`src/rtl/vga_timing_gen_pkg.sv`:
```
// -----------------------------------------------------------------------------
// vga_timing_gen_pkg
// Shared raster timing definitions for the video pipeline: the default
// 800x600@60 timing set (40 MHz pixel clock), the counter type and a helper
// that derives a line/frame total from its four segments. Drawing stages
// reuse the DEF_H_ACTIVE/DEF_V_ACTIVE screen bounds from here.
// No ports (package).
// -----------------------------------------------------------------------------
package vga_timing_gen_pkg;

  // Counters are 11 bits, so each axis total must not exceed 2048.
  localparam int CNT_W = 11;

  typedef logic [CNT_W-1:0] count_t;
  // One bit wider than a count so that segment ends equal to 2048 still fit.
  typedef logic [CNT_W:0]   count_ext_t;

  // Registered per-axis flags that travel with the counter value.
  typedef struct packed {
    logic blnk;
    logic sync;
  } axis_flags_t;

  function automatic int axis_total(input int active, input int fp,
                                    input int sync, input int bp);
    return active + fp + sync + bp;
  endfunction

  localparam int DEF_H_ACTIVE = 800;
  localparam int DEF_H_FP     = 40;
  localparam int DEF_H_SYNC   = 128;
  localparam int DEF_H_BP     = 88;
  localparam int DEF_V_ACTIVE = 600;
  localparam int DEF_V_FP     = 1;
  localparam int DEF_V_SYNC   = 4;
  localparam int DEF_V_BP     = 23;

  localparam int DEF_H_TOTAL = axis_total(DEF_H_ACTIVE, DEF_H_FP, DEF_H_SYNC, DEF_H_BP);
  localparam int DEF_V_TOTAL = axis_total(DEF_V_ACTIVE, DEF_V_FP, DEF_V_SYNC, DEF_V_BP);

endpackage

```
`src/rtl/vga_timing_gen_if.sv`:
```
// -----------------------------------------------------------------------------
// vga_timing_gen_if
// Raster timing stream from the timing generator to the first drawing stage.
//   hcount_out  : horizontal position, 0..H_TOTAL-1
//   vcount_out  : vertical position, 0..V_TOTAL-1
//   hsync_out   : horizontal sync (at H_SYNC_POL level when active)
//   hblnk_out   : horizontal blanking
//   vsync_out   : vertical sync (at V_SYNC_POL level when active)
//   vblnk_out   : vertical blanking
//   frame_start : one-cycle pulse at position (0,0)
// master = timing generator, slave = downstream consumer.
// -----------------------------------------------------------------------------
interface vga_timing_gen_if;
  import vga_timing_gen_pkg::*;

  count_t hcount_out;
  count_t vcount_out;
  logic   hsync_out;
  logic   hblnk_out;
  logic   vsync_out;
  logic   vblnk_out;
  logic   frame_start;

  modport master (
    output hcount_out, vcount_out, hsync_out, hblnk_out,
           vsync_out, vblnk_out, frame_start
  );

  modport slave (
    input  hcount_out, vcount_out, hsync_out, hblnk_out,
           vsync_out, vblnk_out, frame_start
  );

endinterface

```
`src/rtl/vga_timing_gen_axis_ctr.sv`:
```
// -----------------------------------------------------------------------------
// vga_timing_gen_axis_ctr
// One raster axis: a position counter with terminal-count wrap plus the
// blanking and sync flags for that position. Used once for the horizontal
// axis (step_i tied high) and once for the vertical axis (step_i = the
// horizontal wrap).
// Ports:
//   pclk    in  pixel clock
//   rst     in  synchronous reset, active-high
//   step_i  in  advance the counter this cycle
//   count_o out registered position
//   blnk_o  out registered blanking flag for count_o
//   sync_o  out registered sync flag for count_o (at POL level when active)
//   wrap_o  out combinational: counter goes from TOTAL-1 to 0 at the next edge
// -----------------------------------------------------------------------------
module vga_timing_gen_axis_ctr
  import vga_timing_gen_pkg::*;
#(
  parameter int ACTIVE = DEF_H_ACTIVE,
  parameter int FP     = DEF_H_FP,
  parameter int SYNC   = DEF_H_SYNC,
  parameter int BP     = DEF_H_BP,
  parameter bit POL    = 1'b1
) (
  input  logic   pclk,
  input  logic   rst,
  input  logic   step_i,
  output count_t count_o,
  output logic   blnk_o,
  output logic   sync_o,
  output logic   wrap_o
);

  localparam int         TOTAL      = axis_total(ACTIVE, FP, SYNC, BP);
  localparam count_t     LAST       = count_t'(TOTAL - 1);
  localparam count_ext_t ACTIVE_END = count_ext_t'(ACTIVE);
  localparam count_ext_t SYNC_START = count_ext_t'(ACTIVE + FP);
  localparam count_ext_t SYNC_END   = count_ext_t'(ACTIVE + FP + SYNC);

  count_t      count_q, count_d;
  axis_flags_t flags_q, flags_d;
  logic        wrap;
  count_ext_t  count_ext;

  // Next position: hold, increment, or wrap to 0 after the terminal count.
  always_comb begin
    wrap    = step_i && (count_q == LAST);
    count_d = count_q;
    if (step_i) begin
      count_d = wrap ? '0 : count_q + count_t'(1);
    end
  end

  // Flags are decoded from the next position so that, once registered, they
  // describe exactly the count presented in the same cycle.
  always_comb begin
    count_ext    = {1'b0, count_d};
    flags_d.blnk = (count_ext >= ACTIVE_END);
    flags_d.sync = ((count_ext >= SYNC_START) && (count_ext < SYNC_END)) ? POL : ~POL;
  end

  always_ff @(posedge pclk) begin
    if (rst) begin
      count_q <= '0;
      flags_q <= '{blnk: 1'b0, sync: ~POL};
    end else begin
      count_q <= count_d;
      flags_q <= flags_d;
    end
  end

  assign count_o = count_q;
  assign blnk_o  = flags_q.blnk;
  assign sync_o  = flags_q.sync;
  assign wrap_o  = wrap;

endmodule

```
`src/rtl/vga_timing_gen.sv`:
```
// -----------------------------------------------------------------------------
// vga_timing_gen
// Head of the video pipeline: produces the raster timing stream (pixel
// counters, sync pulses, blanking flags, frame_start). Every output is
// registered in the same stage, so all fields are coherent each cycle.
// Ports:
//   pclk   in  pixel clock (only clock)
//   rst    in  synchronous reset, active-high
//   vga_o  master modport of vga_timing_gen_if carrying the timing stream
// Each axis total (ACTIVE+FP+SYNC+BP) must be at most 2048.
// -----------------------------------------------------------------------------
module vga_timing_gen
  import vga_timing_gen_pkg::*;
#(
  parameter int H_ACTIVE   = DEF_H_ACTIVE,
  parameter int H_FP       = DEF_H_FP,
  parameter int H_SYNC     = DEF_H_SYNC,
  parameter int H_BP       = DEF_H_BP,
  parameter int V_ACTIVE   = DEF_V_ACTIVE,
  parameter int V_FP       = DEF_V_FP,
  parameter int V_SYNC     = DEF_V_SYNC,
  parameter int V_BP       = DEF_V_BP,
  parameter bit H_SYNC_POL = 1'b1,
  parameter bit V_SYNC_POL = 1'b1
) (
  input  logic             pclk,
  input  logic             rst,
  vga_timing_gen_if.master vga_o
);

  count_t h_count, v_count;
  logic   h_blnk, h_sync, h_wrap;
  logic   v_blnk, v_sync, v_wrap;
  logic   frame_start_q, frame_start_d;

  vga_timing_gen_axis_ctr #(
    .ACTIVE (H_ACTIVE),
    .FP     (H_FP),
    .SYNC   (H_SYNC),
    .BP     (H_BP),
    .POL    (H_SYNC_POL)
  ) u_h_ctr (
    .pclk    (pclk),
    .rst     (rst),
    .step_i  (1'b1),
    .count_o (h_count),
    .blnk_o  (h_blnk),
    .sync_o  (h_sync),
    .wrap_o  (h_wrap)
  );

  // The vertical axis only advances on the horizontal wrap, so its flags can
  // only change in the cycle where hcount returns to 0.
  vga_timing_gen_axis_ctr #(
    .ACTIVE (V_ACTIVE),
    .FP     (V_FP),
    .SYNC   (V_SYNC),
    .BP     (V_BP),
    .POL    (V_SYNC_POL)
  ) u_v_ctr (
    .pclk    (pclk),
    .rst     (rst),
    .step_i  (h_wrap),
    .count_o (v_count),
    .blnk_o  (v_blnk),
    .sync_o  (v_sync),
    .wrap_o  (v_wrap)
  );

  // Next position is (0,0) exactly when both axes wrap together. The (0,0)
  // held in reset is not a wrap, so no pulse for the frame entered via reset.
  assign frame_start_d = h_wrap & v_wrap;

  always_ff @(posedge pclk) begin
    if (rst) begin
      frame_start_q <= 1'b0;
    end else begin
      frame_start_q <= frame_start_d;
    end
  end

  assign vga_o.hcount_out  = h_count;
  assign vga_o.vcount_out  = v_count;
  assign vga_o.hsync_out   = h_sync;
  assign vga_o.hblnk_out   = h_blnk;
  assign vga_o.vsync_out   = v_sync;
  assign vga_o.vblnk_out   = v_blnk;
  assign vga_o.frame_start = frame_start_q;

endmodule

```
`src/flat_wrapper.sv`:
```
// flat-port wrapper written by rule: the top's interface ports become plain ports
module vga_timing_gen_flat import vga_timing_gen_pkg::*;
#(
  parameter int H_ACTIVE   = DEF_H_ACTIVE,
  parameter int H_FP       = DEF_H_FP,
  parameter int H_SYNC     = DEF_H_SYNC,
  parameter int H_BP       = DEF_H_BP,
  parameter int V_ACTIVE   = DEF_V_ACTIVE,
  parameter int V_FP       = DEF_V_FP,
  parameter int V_SYNC     = DEF_V_SYNC,
  parameter int V_BP       = DEF_V_BP,
  parameter bit H_SYNC_POL = 1'b1,
  parameter bit V_SYNC_POL = 1'b1
)
  (pclk, rst, vga_o_hcount_out, vga_o_vcount_out, vga_o_hsync_out, vga_o_hblnk_out, vga_o_vsync_out, vga_o_vblnk_out, vga_o_frame_start);
  vga_timing_gen_if vga_o_i ();
  input  logic pclk;
  input  logic rst;
  output wire logic [$bits(vga_o_i.hcount_out)-1:0] vga_o_hcount_out;
  output wire logic [$bits(vga_o_i.vcount_out)-1:0] vga_o_vcount_out;
  output wire logic [$bits(vga_o_i.hsync_out)-1:0] vga_o_hsync_out;
  output wire logic [$bits(vga_o_i.hblnk_out)-1:0] vga_o_hblnk_out;
  output wire logic [$bits(vga_o_i.vsync_out)-1:0] vga_o_vsync_out;
  output wire logic [$bits(vga_o_i.vblnk_out)-1:0] vga_o_vblnk_out;
  output wire logic [$bits(vga_o_i.frame_start)-1:0] vga_o_frame_start;
  assign vga_o_hcount_out = vga_o_i.hcount_out;
  assign vga_o_vcount_out = vga_o_i.vcount_out;
  assign vga_o_hsync_out = vga_o_i.hsync_out;
  assign vga_o_hblnk_out = vga_o_i.hblnk_out;
  assign vga_o_vsync_out = vga_o_i.vsync_out;
  assign vga_o_vblnk_out = vga_o_i.vblnk_out;
  assign vga_o_frame_start = vga_o_i.frame_start;
  vga_timing_gen #(.H_ACTIVE(H_ACTIVE), .H_FP(H_FP), .H_SYNC(H_SYNC), .H_BP(H_BP), .V_ACTIVE(V_ACTIVE), .V_FP(V_FP), .V_SYNC(V_SYNC), .V_BP(V_BP), .H_SYNC_POL(H_SYNC_POL), .V_SYNC_POL(V_SYNC_POL)) u_core (.pclk(pclk), .rst(rst), .vga_o(vga_o_i));
endmodule
```
`config.mk`:
```
export PLATFORM = sky130hd
export DESIGN_NAME = vga_timing_gen_flat
export DESIGN_NICKNAME = d
export VERILOG_FILES = /design/src/rtl/vga_timing_gen_pkg.sv /design/src/rtl/vga_timing_gen_if.sv /design/src/rtl/vga_timing_gen_axis_ctr.sv /design/src/rtl/vga_timing_gen.sv /design/src/flat_wrapper.sv
export SDC_FILE = /design/constraint.sdc
export NUM_CORES = 1
export LEC_CHECK = 0
export ABC_CLOCK_PERIOD_IN_PS = 2400
export BUFFER_PORTS_ARGS = -buffer_cell sky130_fd_sc_hd__buf_4
export CORE_MARGIN = 2
export CORE_UTILIZATION = 45
export CTS_CLUSTER_DIAMETER = 100
export DETAILED_ROUTE_END_ITERATION = 12
export GPL_TIMING_DRIVEN = 0
export MAX_ROUTING_LAYER = met4
export PLACE_DENSITY = 0.75
export SYNTH_ARGS = -nofsm -noshare
export SYNTH_HDL_FRONTEND = slang
export SYNTH_SLANG_ARGS = --single-unit
export TNS_END_PERCENT = 20
```
`constraint.sdc`:
```
create_clock -name pclk -period 2.4 [get_ports pclk]
set_clock_uncertainty 0.2 [all_clocks]
set_input_delay 0.48 -clock pclk [delete_from_list [all_inputs] [get_ports pclk]]
set_output_delay 0.48 -clock pclk [all_outputs]
set_load 0.01 [all_outputs]
```
==> results.md <==
| Group | Metric | Reported |
|:---|:---|:---|
| worst setup path | Endpoint of the lowest-slack register-to-register path | u_core.u_v_ctr.sync_o |
| detailed routing | Violation count after the first detailed-route iteration | 41 |
| finish | Final-stage net count | 217 |
| sta | Number of hold violations in the final report | 0 |
| yosys | Ys async rst share | 0 |
| yosys | Cell type contributing the most total cell area after synthesis | dfxtp_1 |
| cts | Worst-Skew Late Latency | 0.33 ns |
| finish | Most frequent cells in the layout | buf_4, dfxtp_1, nor2_1 |
| worst setup path | Kind of end point of the critical path | flip-flop |
| yosys | Number of enable-type register cells in the synthesized netlist | 0 |
| yosys | Flops & latches, synth | 27 |
| cts | Reg clk slew, reported paths | 0.15 ns |
| cts | Cell at the root of the clock tree | clkbuf_4 |
| worst setup path | Worst setup path start | u_core.u_h_ctr.count_o[0] |
| power | Leakage power summed over all cells | 0.6993 nW |
| cts | Buffers inserted during post-CTS setup optimization | 0 |
| sta | Crit share post-route | 0.9301 |
| finish | Filler-free cell count of the finished design | 257 |
| worst setup path | Reg-to-reg startpoint | u_core.u_h_ctr.count_o[0] |
| detailed routing | WL/cell | 13.18 um |
| yosys | Cells after synthesis | 180 |
| yosys | Largest cells by area after synthesis | dfxtp_1, nor2_1, xnor2_1 |
| yosys | Syn Area/Cell | 8.494 um^2 |
| power | Maximum vdd drop | 0.3676 mV |
| power | Total power density per cell area | 379.2 nW/um^2 |
| place | Pre-CTS setup slack | -0.1074 ns |
| global routing | Total track usage | 0.1784 |
| floorplanning | Number of top-level pins | 29 |
| worst setup path | Arrival time at the worst endpoint | 2.32 ns |
| global routing | Largest net degree at the start of global routing | 16 |
| floorplanning | Die boundary height | 62.29 um |
| global routing | Total congestion overflow | 0 |
| power | Design Power | 0.7066 mW |
| detailed routing | Vias | 1435 |
| detailed routing | Average via count per standard cell | 5.584 |
| detailed routing | Antenna-violating nets left | 0 |
| sta | Max Slew Vio Count | 0 |
| sta | Worst hold-check slack | 0.3191 ns |
| outcome | Outcome | finished clean |
| place | Dpl cells | 253 |
| detailed routing | Number of detailed-routing iterations run before antenna repair | 4 |
| cts | Clock tree from TritonCTS | done |
| floorplanning | Area inside the core boundary | 3311 um^2 |
| cts | Clock buffer count from CTS | 3 |
| sta | Total setup violations reported at the end of the flow | 0 |
| sta | Tmin final | 2.232 ns |
| floorplanning | Full die area | 3880 um^2 |
| global routing | Global-route wire length before repair | 5582 um |
| place | Count of input and output buffers | 27 |
| worst setup path | Critical path fanouts, max | 9 |
| cts | Clock Sinks | 27 |
| sta | Maximum operating frequency | 0.4480 GHz |
| worst setup path | WS Path Type | flip-flop to flip-flop |
| worst setup path | Setup slack, reg-to-reg | 0.17 ns |
| global routing | Number of global-route vias before repair | 1262 |
| floorplanning | Initial cell density of the core | 0.4618 |
| yosys | Top_reg_cell synth | dfxtp_1 |
| finish | Antenna diodes | 0 |
| yosys | Register area share after synthesis | 0.3535 |
| floorplanning | Row count | 21 |
| worst setup path | Crit start category | flip-flop |
| worst setup path | Logic depth of the worst register-to-register path | 8 |
| sta | Final worst slack | 0.1677 ns |
| finish | Commonest non-fill, non-tap cell in the layout | buf_4 |
| sta | Sum of negative setup slack | 0 ns |
| yosys | Cell area after synthesis | 1529 um^2 |
| cts | Post-CTS Hold Fix Bufs | 0 |
| yosys | Synth top area share | 0.3535 |
| floorplanning | Width of the chip | 62.29 um |
| sta | Least-Margin Pin Slew | 0.5080 ns |
| finish | Fill cell count | 322 |
| yosys | Number of warnings issued by yosys | 0 |
| global routing | Initial antenna violation count | 0 |
| worst setup path | Destination of the critical timing path | u_core.u_v_ctr.sync_o |
| detailed routing | Detailed Route WL | 3388 um |
| place | Detailed Place HPWL | 2460 um |
| cts | Number of buffers on the longest clock path | 2 |
| finish | Area Overhead vs Synth | 21.85% |
| yosys | Number of distinct library cells after synthesis | 49 |
| sta | Worst slew margin | 0.6613 |
| cts | H-tree depth | 1 |
| worst hold path | Hold Startpoint | u_core.u_h_ctr.count_o[0] |
| run | Max-capacitance violation count | 0 |
| place | Routability cong. | 0.8612 |
| worst setup path | Worst EP required | 2.48 ns |
| yosys | Syn Nets | 185 |
| finish | Share of final-layout standard cells stronger than drive strength 1 | 0.2559 |
| detailed routing | Residual DRC | 0 |
| worst hold path | Path class of the lowest-slack min-delay path | flip-flop to flip-flop |
-- where the power goes --
group / total (mW) / internal [mW] / switching, mW
clock network: 0.201 / 0.0626 / 0.138
logic: 0.0402 / 0.0188 / 0.0214
registers: 0.465 / 0.455 / 0.0103
total: 0.707 / 0.536 / 0.170
-- metal layers --
| layer | global-route usage | share of wire | vias up |
|---|---|---|---|
| met5 | - | 0 | - |
| met4 | 0.04444 | 0.0038 | 0 |
| met3 | 0.03804 | 0.055 | 2 |
| met2 | 0.3016 | 0.49 | 43 |
| met1 | 0.2181 | 0.45 | 675 |
| li1 | - | - | 715 |
-- sequential cells by signal, indices dropped and copies added, names as in the netlist --
name and flops:
u_core.u_v_ctr.blnk_o 1, u_core.u_h_ctr.sync_o 1, u_core.u_v_ctr.count_o 11, u_core.u_h_ctr.blnk_o 1
u_core.vga_o.frame_start 1, u_core.u_h_ctr.count_o 11, u_core.u_v_ctr.sync_o 1
-- worst min path at each step --
stage / end / slack, ns / cells past startpoint
finish: u_core.u_h_ctr.count_o[0] / 0.32 / 1
detailed placement: u_core.u_h_ctr.count_o[0] / 0.33 / 1
CTS: u_core.u_h_ctr.count_o[0] / 0.29 / 1
global placement: u_core.u_h_ctr.count_o[0] / 0.34 / 1
global route: u_core.u_h_ctr.count_o[0] / 0.34 / 1
floorplan: u_core.u_h_ctr.count_o[0] / 0.36 / 1
-- worst max-delay path, stage by stage, from the launching register on --
cell and delay, ns:
dfxtp_2 0.43, ha_4 0.19, and4_1 0.18, buf_2 0.17
nand3_4 0.16, nor3_2 0.25, mux2i_1 0.24, and3_1 0.20
and4_1 0.16
-- cells in the mapped netlist (2+ instances only) --
library cell / instances
inv_1: 5
and2_1: 3
a21oi_1: 3
buf_2: 5
o21ai_0: 5
xnor2_1: 9
a211oi_1: 2
a21o_1: 2
nor4_1: 2
a32oi_1: 2
nand3_1: 7
xor2_1: 7
ha_1: 3
and3_1: 2
nand4_1: 5
o21ai_1: 2
nor3_1: 14
nor3b_1: 3
a22oi_1: 2
clkbuf_1: 5
mux2i_1: 3
and4_1: 2
dfxtp_1: 27
nor2b_1: 3
nand2_1: 10
nor2_1: 24
-- through the flow --
stage	util	instance area, um^2
floorplan	-	1529
global placement	0.5404	1789
detailed placement	0.5404	1789
CTS	0.5506	1823
global route	0.5627	1863
finish	0.5627	1863
-- cell type report --
cell class	instances	area (um^2)	area share
Multi-Input combinational cell	137	957.2	0.5138
Sequential cell	27	543.0	0.2915
Timing Repair Buffer	27	202.7	0.1088
Tap cell	46	57.56	0.03089
Buffer	11	56.30	0.03022
Clock buffer	3	22.52	0.01209
Inverter	5	18.77	0.01007
Clock inverter	1	5.005	0.002686
-- kinds of logic (layout without fill, tap and decap cells) --
logic type | after synthesis | after routing | synth area share
AND/OR/NAND/NOR | 87 | 87 | 0.3290
AO/OA/AOI/OAI | 27 | 27 | 0.1260
flip-flops | 27 | 27 | 0.3535
XOR/XNOR | 16 | 16 | 0.09166
buffers and inverters | 16 | 47 | 0.04828
multiplexers | 4 | 4 | 0.02701
adder cells (fa/ha/maj) | 3 | 3 | 0.02455
-- repair_timing --
item	in CTS	in global routing
resized for setup	4	6
endpoints found under the setup margin	5	4
endpoints found under the hold margin	0	0
pin swaps	0	2
Note: power is estimated with default switching activity, not from simulation.
